===== config.mk =====
export PLATFORM = sky130hd
export DESIGN_NAME = tri_bus_poller_flat
export DESIGN_NICKNAME = d
export VERILOG_FILES = /design/src/rtl/tri_bus_poller_if.sv /design/src/rtl/tri_bus_poller.sv /design/src/flat_wrapper.sv
export SDC_FILE = /design/constraint.sdc
export NUM_CORES = 1
export LEC_CHECK = 0
export ABC_AREA = 1
export CAP_MARGIN = 20
export CORE_MARGIN = 5
export CORE_UTILIZATION = 35
export CTS_CLUSTER_DIAMETER = 60
export DETAILED_ROUTE_END_ITERATION = 10
export PLACE_DENSITY = 0.61
export SYNTH_ARGS = -nofsm -noshare
export SYNTH_HDL_FRONTEND = slang
export SYNTH_SLANG_ARGS = --single-unit

===== constraint.sdc =====
create_clock -name iClk -period 3.6 [get_ports iClk]
set_input_delay 0.36 -clock iClk [delete_from_list [all_inputs] [get_ports iClk]]
set_output_delay 0.36 -clock iClk [all_outputs]
set_load 0.01 [all_outputs]

===== src/rtl/tri_bus_poller_if.sv =====
// Bus-side signal bundle for tri_bus_poller: sweep control, tri-state enables,
// captured bus value and the consumer valid/ready handshake.
interface tri_bus_poller_if #(
    parameter int N = 4,
    parameter int W = 8
);
    localparam int SW = (N > 1) ? $clog2(N) : 1;

    logic          iStart;
    logic [N-1:0]  iMask;
    logic [W-1:0]  iBus;
    logic          iReady;
    logic [N-1:0]  oEna;
    logic [W-1:0]  oData;
    logic [SW-1:0] oSrc;
    logic          oValid;
    logic          oBusy;
    logic          oDone;

    modport master (
        input  iStart, iMask, iBus, iReady,
        output oEna, oData, oSrc, oValid, oBusy, oDone
    );

    modport slave (
        output iStart, iMask, iBus, iReady,
        input  oEna, oData, oSrc, oValid, oBusy, oDone
    );
endinterface


===== src/rtl/tri_bus_poller.sv =====
// Sweeps masked tri-state sources in ascending order, one enable at a time.
// Optional macro TURNAROUND_EN adds a one-cycle all-enables-low TURN after each handshake.
module tri_bus_poller #(
    parameter int N      = 4,
    parameter int W      = 8,
    parameter int SETTLE = 2
) (
    input  logic               iClk,
    input  logic               iRst_n,
    tri_bus_poller_if.master   bus
);
    localparam int SW = (N > 1) ? $clog2(N) : 1;
    localparam int CW = (SETTLE > 1) ? $clog2(SETTLE) : 1;

`ifdef TURNAROUND_EN
    typedef enum logic [2:0] {S_IDLE, S_DRIVE, S_HOLD, S_TURN, S_DONE} state_t;
`else
    typedef enum logic [2:0] {S_IDLE, S_DRIVE, S_HOLD, S_DONE} state_t;
`endif

    state_t        r_state, w_state_nxt;
    logic [N-1:0]  r_pend;
    logic [SW-1:0] r_sel;
    logic [CW-1:0] r_cnt;
    logic [N-1:0]  r_ena;
    logic [W-1:0]  r_data;
    logic [SW-1:0] r_src;

    logic [N-1:0]  w_cand;
    logic [SW-1:0] w_low_idx;
    logic          w_any;
    logic          w_launch;
    logic          w_capture;

    // In IDLE the mask has not been latched yet, so pick from the live input.
    assign w_cand = (r_state == S_IDLE) ? bus.iMask : r_pend;
    assign w_any  = |w_cand;

    always_comb begin
        w_low_idx = '0;
        for (int i = N - 1; i >= 0; i--)
            if (w_cand[i]) w_low_idx = SW'(i);
    end

    always_ff @(posedge iClk or negedge iRst_n) begin
        if (!iRst_n) r_state <= S_IDLE;
        else         r_state <= w_state_nxt;
    end

    always_comb begin
        w_state_nxt = r_state;
        w_launch    = 1'b0;
        w_capture   = 1'b0;
        case (r_state)
            S_IDLE: begin
                if (bus.iStart) begin
                    w_launch    = w_any;
                    w_state_nxt = w_any ? S_DRIVE : S_DONE;
                end
            end
            S_DRIVE: begin
                if (r_cnt == CW'(SETTLE - 1)) begin
                    w_capture   = 1'b1;
                    w_state_nxt = S_HOLD;
                end
            end
            S_HOLD: begin
                if (bus.iReady) begin
`ifdef TURNAROUND_EN
                    w_state_nxt = S_TURN;
`else
                    w_launch    = w_any;
                    w_state_nxt = w_any ? S_DRIVE : S_DONE;
`endif
                end
            end
`ifdef TURNAROUND_EN
            S_TURN: begin
                w_launch    = w_any;
                w_state_nxt = w_any ? S_DRIVE : S_DONE;
            end
`endif
            S_DONE:  w_state_nxt = S_IDLE;
            default: w_state_nxt = S_IDLE;
        endcase
    end

    // Enables are registered so the gates see a clean, glitch-free one-hot.
    always_ff @(posedge iClk or negedge iRst_n) begin
        if (!iRst_n) begin
            r_pend <= '0;
            r_sel  <= '0;
            r_cnt  <= '0;
            r_ena  <= '0;
            r_data <= '0;
            r_src  <= '0;
        end else begin
            if (r_state == S_IDLE && bus.iStart)
                r_pend <= bus.iMask;
            if (w_launch) begin
                r_sel <= w_low_idx;
                r_ena <= {{(N-1){1'b0}}, 1'b1} << w_low_idx;
                r_cnt <= '0;
            end else if (r_state == S_DRIVE) begin
                r_cnt <= r_cnt + CW'(1);
            end
            if (w_capture) begin
                r_data        <= bus.iBus;
                r_src         <= r_sel;
                r_pend[r_sel] <= 1'b0;
                r_ena         <= '0;
            end
            if (r_state == S_DONE) begin
                r_data <= '0;
                r_src  <= '0;
            end
        end
    end

    assign bus.oEna   = r_ena;
    assign bus.oData  = r_data;
    assign bus.oSrc   = r_src;
    assign bus.oValid = (r_state == S_HOLD);
    assign bus.oBusy  = (r_state != S_IDLE);
    assign bus.oDone  = (r_state == S_DONE);
endmodule


===== src/flat_wrapper.sv =====
// flat-port wrapper written by rule: the top's interface ports become plain ports
module tri_bus_poller_flat 
#(
    parameter int N      = 4,
    parameter int W      = 8,
    parameter int SETTLE = 2
)
  (iClk, iRst_n, bus_iStart, bus_iMask, bus_iBus, bus_iReady, bus_oEna, bus_oData, bus_oSrc, bus_oValid, bus_oBusy, bus_oDone);
  tri_bus_poller_if #(.N(N), .W(W)) bus_i ();
  input  logic iClk;
  input  logic iRst_n;
  input wire logic [$bits(bus_i.iStart)-1:0] bus_iStart;
  input wire logic [$bits(bus_i.iMask)-1:0] bus_iMask;
  input wire logic [$bits(bus_i.iBus)-1:0] bus_iBus;
  input wire logic [$bits(bus_i.iReady)-1:0] bus_iReady;
  output wire logic [$bits(bus_i.oEna)-1:0] bus_oEna;
  output wire logic [$bits(bus_i.oData)-1:0] bus_oData;
  output wire logic [$bits(bus_i.oSrc)-1:0] bus_oSrc;
  output wire logic [$bits(bus_i.oValid)-1:0] bus_oValid;
  output wire logic [$bits(bus_i.oBusy)-1:0] bus_oBusy;
  output wire logic [$bits(bus_i.oDone)-1:0] bus_oDone;
  assign bus_i.iStart = bus_iStart;
  assign bus_i.iMask = bus_iMask;
  assign bus_i.iBus = bus_iBus;
  assign bus_i.iReady = bus_iReady;
  assign bus_oEna = bus_i.oEna;
  assign bus_oData = bus_i.oData;
  assign bus_oSrc = bus_i.oSrc;
  assign bus_oValid = bus_i.oValid;
  assign bus_oBusy = bus_i.oBusy;
  assign bus_oDone = bus_i.oDone;
  tri_bus_poller #(.N(N), .W(W), .SETTLE(SETTLE)) u_core (.iClk(iClk), .iRst_n(iRst_n), .bus(bus_i));
endmodule

==> results of run 1 <==
-- through the flow --
stage               cell area, um^2  std cells  power (mW)  setup WS (ps)  hold WS [ps]
global route                   1560        223        1.36           1320           260
detailed placement             1500        218        1.14           1800           468
CTS                            1530        222        1.25           1430           491
finish                         1560        223        1.24           1470           271
global placement               1500        218        1.12           1820           459
floorplan                      1150        145       0.875           2250          64.4
-- flip-flops by register name, indices dropped and copies added, names as in the netlist --
name	count
u_core.bus.oSrc	2
u_core.r_cnt	1
u_core.bus.oEna	4
u_core.r_pend	4
u_core.bus.oData	8
u_core.r_sel	2
u_core.r_state	2
-- report_power, final --
part / internal (mW) / leakage (nW) / switching, mW / total, mW
clock: 0.0422 / 0.0139 / 0.0735 / 0.116
sequential: 0.371 / 0.291 / 0.0754 / 0.447
combinational: 0.293 / 0.482 / 0.384 / 0.677
total: 0.707 / 0.787 / 0.533 / 1.24
-- layer usage --
metal	global-route usage	wire length, um	vias up
met5	0	0	-
met4	0.0380	13	0
met3	0.0183	120	2
met2	0.207	1100	23
met1	0.171	1250	436
li1	-	-	520
-- kinds of logic (layout without fill, tap and decap cells) --
| group | count (synthesis) | in the layout | synth area share |
|---|---|---|---|
| compound gates | 17 | 17 | 0.0841 |
| buf+inv | 25 | 59 | 0.0895 |
| flops | 23 | 23 | 0.502 |
| simple gates | 80 | 80 | 0.324 |
-- worst reg2reg max path: stages (launching register included) --
cell     delay, ps
dfrtp_1        460
inv_2           90
nor2_2         100
inv_1           90
nor2_4         340
inv_2          220
nand4_1        130
nand2_1         60
-- cell type report --
type | count | area share
well taps | 44 | 0.0353
multi-input cells | 97 | 0.300
repair buffers | 33 | 0.223
clock buffers | 3 | 0.0144
inverters | 22 | 0.0530
flip-flops and latches | 23 | 0.369
clock inverters | 1 | 0.00482
-- synth_stat cells, types with 2 or more instances --
cell type / instances / share of area
o21ai_0: 7 / 0.031
o22ai_1: 2 / 0.011
inv_2: 3 / 0.0098
a31oi_1: 5 / 0.027
dfrtp_1: 23 / 0.50
nor2_4: 5 / 0.049
nand3_1: 13 / 0.057
nand2_1: 52 / 0.17
inv_1: 19 / 0.062
nor2_1: 5 / 0.016
nand2_2: 2 / 0.011
-- final timing paths --
path,startpoint,to,slack [ps]
max,u_core.r_state[1]$_DFFE_PN0P_,bus_oDone,1470
min,iRst_n,u_core.bus.oEna[2]$_DFFE_PN0P_,270
min reg2reg,u_core.bus.oEna[3]$_DFFE_PN0P_,u_core.bus.oEna[3]$_DFFE_PN0P_,490
min in group iClk,u_core.bus.oEna[3]$_DFFE_PN0P_,u_core.bus.oEna[3]$_DFFE_PN0P_,490
max in group asynchronous,iRst_n,u_core.bus.oEna[0]$_DFFE_PN0P_,2970
max reg2reg,u_core.r_state[0]$_DFFE_PN0P_,u_core.bus.oEna[0]$_DFFE_PN0P_,2010
==> impl_metrics.tcl, run 1 <==
set metrics [dict create \
    status "complete, no violations" \
    fillers 331 \
    cap_violations 0 \
    place_congestion 0.838 \
    die_h_um 67.2 \
    fin_worst_skew_ps 13.0 \
    register_area_um2 576 \
    synth-edff-count 0 \
    final_common_cell "nand2_1" \
    clock_latency_ps 300 \
    hold_violations 0 \
    layout_common_cells "nand2_1 (52), clkdlybuf4s50_1 (32), dfrtp_1 (23), inv_1 (19), nand3_1 (13)" \
    wirelength_mm 2.49 \
    ioPinCount 33 \
    cp_top_family "buffers and inverters" \
    drcViolationCount 0 \
    hold_class "input port to asynchronous set/reset pin" \
    antenna_found_initial 0 \
    numCtsBuffers 3 \
    root_buffer "clkbuf_4" \
    postCtsResizedCells 0 \
    cp.depth 3 \
    grtUsageTotal 0.126 \
    core_mm2 0.00310 \
    synth_seq_area_share 0.502 \
    ys_seq_elements 23 \
    die_area_mm2 0.00452 \
    rr_worst_depth 7 \
    final_core_util 0.502 \
    ys_types 20 \
    grt_pass1_vias 1035 \
    cts_hold_buf 0 \
    setup_viol 0 \
    avgSynthCellArea_um2 7.90 \
    fp.dieW_um 67.2 \
    critPathBufInv 2 \
    num_rows 20 \
    layout_min_cycle_time_ps 2130 \
    worst-endpoint-required_ps 3240 \
    ant_nets 0 \
    worst_ep_arrival_time_ps 1770 \
    grt_overflow_total 0 \
    cts_tree "yes" \
    crit_path_max_fanout 11 \
    crit_type "flop to primary output" \
    final.period_utilization 0.591 \
    cts.sinks 23 \
    synthFlopType "dfrtp_1" \
    synth.cell_area_mm2 0.00115 \
    htree_levels 1 \
    p_per_area_mw_per_mm2 795 \
    routedWlPerCell_um 11.1 \
    ir_worst_vdd_v 0.000284 \
    leakage_nw 0.787 \
    synth_cells 145 \
    grt_max_degree 24 \
    async_reset_ff_frac 1.00 \
    slowest_stage "clkdlybuf4s50_1" \
    worst_slew_pin_slew_ps 407 \
    cts.clk_slew.worst_paths_ps 110 \
    diodes 0 \
    port_buffers 32 \
    dp_hpwl_mm 1.93 \
    viasPerCell 4.40 \
    num-nets-final 196 \
    rsz0062_at_grt "false" \
    slew_violations 0 \
    cts_setup_buffers 0 \
    vias 981 \
    fmax_mhz 470 \
    fin_setup_tns_ps 0 \
    areaGrowthSynthToFinish_pct 36.0 \
    syn-num-nets 161 \
    drive_gt1_frac 0.0950 \
    cp_cell_sequence "nand2_1 > inv_1 > clkdlybuf4s50_1" \
    end_kind "primary output" \
    cp-start-kind "flop" \
    drtIter0Drc 25 \
    grt_pass1_wl_mm 4.46 \
    start_util 0.369 \
    yosysWarnings 0 \
    slew_headroom 0.728 \
    clock_path_buffers 2 \
    drtPass1Iterations 4 \
    multi_input_area_um2 468 \
    cpPeakStageDelay_ps 540 \
]
Note: power is estimated with default switching activity, not from simulation.
==> run 2: changes to the inputs <==
==> constraint.sdc (replaced) <==
create_clock -name iClk -period 2.01 [get_ports iClk]
set_input_delay 0.201 -clock iClk [delete_from_list [all_inputs] [get_ports iClk]]
set_output_delay 0.201 -clock iClk [all_outputs]
set_load 0.01 [all_outputs]
==> run 2 against run 1 <==
Net effect: critical path depth did not move; clock power rose by 86%; die area did not move; flip-flop and latch count did not move; sequential power rose by 80%; final cell count rose by 0.90%; clock-buffer cell count did not move; clock skew fell by 1.4 ps; critical endpoint unchanged; largest cell class unchanged.
==> impl_metrics.tcl, run 2 (synthesis results as in run 1) <==
set metrics [dict create \
    worst_ep_arrival_time_ps 1590 \
    clock_path_buffers 2 \
    multi_input_area_um2 468 \
    num_rows 20 \
    drtIter0Drc 91 \
    drtPass1Iterations 4 \
    grtUsageTotal 0.135 \
    rsz0062_at_grt "false" \
    reg2reg_from "u_core.r_state[1]$_DFFE_PN0P_" \
    r2r_setup_slack_ps 480 \
    use_met1 0.164 \
    cp_cell_sequence "nand2_1 > inv_1 > clkdlybuf4s50_1" \
    start_util 0.369 \
    fin_setup_tns_ps 0 \
    final.period_utilization 0.891 \
    root_buffer "clkbuf_4" \
    largest_reg_flops 8 \
    ant_nets 0 \
    grt_overflow_total 0 \
    cts.clk_slew.worst_paths_ps 130 \
    core_mm2 0.00310 \
    slew_violations 0 \
    cts_tree "yes" \
    cp-start-kind "flop" \
    crit_path_start "u_core.r_state[1]$_DFFE_PN0P_" \
    diodes 0 \
    die_area_mm2 0.00452 \
    layout_common_cells "nand2_1 (52), clkdlybuf4s50_1 (32), dfrtp_1 (23), inv_1 (19), nand3_1 (13)" \
    cpPeakStageDelay_ps 530 \
    cts.sinks 23 \
    grt_busiest_layer "met2" \
    hold_violations 0 \
    ir_worst_vdd_v 0.000519 \
    drive_gt1_frac 0.105 \
    setup_viol 0 \
    critPathBufInv 2 \
    slowest_stage "clkdlybuf4s50_1" \
    areaGrowthSynthToFinish_pct 35.6 \
    dp_hpwl_mm 2.07 \
    crit_path_end "bus_oDone" \
    ioPinCount 33 \
    layout_min_cycle_time_ps 1790 \
    slew_headroom 0.809 \
    register_area_um2 576 \
    worst_slew_pin_slew_ps 286 \
    die_h_um 67.2 \
    end_kind "primary output" \
    rr_worst_depth 8 \
    cp_top_family "buffers and inverters" \
    numCtsBuffers 3 \
    cp.depth 3 \
    wirelength_mm 2.64 \
    hold_class "input port to asynchronous set/reset pin" \
    fmax_mhz 559 \
    crit_type "flop to primary output" \
    grt_max_degree 24 \
    clock_latency_ps 310 \
    cts_hold_buf 0 \
    fillers 333 \
    postCtsResizedCells 0 \
    fp.dieW_um 67.2 \
    status "complete, no violations" \
    place_congestion 0.824 \
    grt_pass1_vias 1077 \
    htree_levels 1 \
    vias 1002 \
    drcViolationCount 0 \
    grt_pass1_wl_mm 4.71 \
    r2r_end "u_core.bus.oEna[1]$_DFFE_PN0P_" \
    p_per_area_mw_per_mm2 1450 \
    fin_worst_skew_ps 11.5 \
    use_met3 0.0316 \
    port_buffers 32 \
    whs_ps 216 \
    final_common_cell "nand2_1" \
    cts_setup_buffers 0 \
    worst-endpoint-required_ps 1810 \
    crit_path_max_fanout 6 \
    cap_violations 0 \
    grt_use_met2 0.237 \
    antenna_found_initial 0 \
    leakage_nw 0.789 \
    num-nets-final 198 \
    routedWlPerCell_um 11.8 \
    viasPerCell 4.45 \
]
## run 2: per-layer routing
metal	wire, um	vias up
met5	0	-
met4	15	0
met3	185	2
met2	1210	27
met1	1230	450
li1	-	523
## run 2: area by class of cell
cell class / count / area share
sequential: 23 / 0.370
multi-input combinational: 97 / 0.301
timing repair buffer: 35 / 0.221
inverter: 22 / 0.0531
tap: 44 / 0.0354
clock buffer: 3 / 0.0145
clock inverter: 1 / 0.00483
## run 2: power by group
group	total (mW)	internal (mW)	switching, mW
Clock	0.216	0.0759	0.140
Sequential	0.804	0.665	0.140
Combinational	1.24	0.536	0.702
Total	2.26	1.28	0.982
## run 2: worst min path at each step
| stage | slack [ps] | end | from | depth (start not counted) |
|---|---|---|---|---|
| after global routing | 230 | u_core.bus.oData[7]$_DFFE_PN0P_ | iRst_n | 2 |
| after detailed placement | 470 | u_core.bus.oEna[3]$_DFFE_PN0P_ | u_core.bus.oEna[3]$_DFFE_PN0P_ | 2 |
| after floorplan | -90 | u_core.bus.oData[0]$_DFFE_PN0P_ | iRst_n | 0 |
| final | 220 | u_core.bus.oEna[0]$_DFFE_PN0P_ | iRst_n | 2 |
| after global placement | 460 | u_core.bus.oEna[3]$_DFFE_PN0P_ | u_core.bus.oEna[3]$_DFFE_PN0P_ | 2 |
| after CTS | 220 | u_core.bus.oData[4]$_DFFE_PN0P_ | iRst_n | 2 |
## run 2: metrics by stage
stage	total power, mW	setup WS, ps	instances	instance area, um^2	utilization
5_1_grt	2.49	110	225	1550	0.501
3_5_place_dp	2.07	441	221	1520	0.491
6_report	2.26	219	225	1550	0.501
4_1_cts	2.29	198	225	1550	0.501
3_3_place_gp	2.04	498	221	1520	0.491
2_1_floorplan	1.57	664	145	1150	-
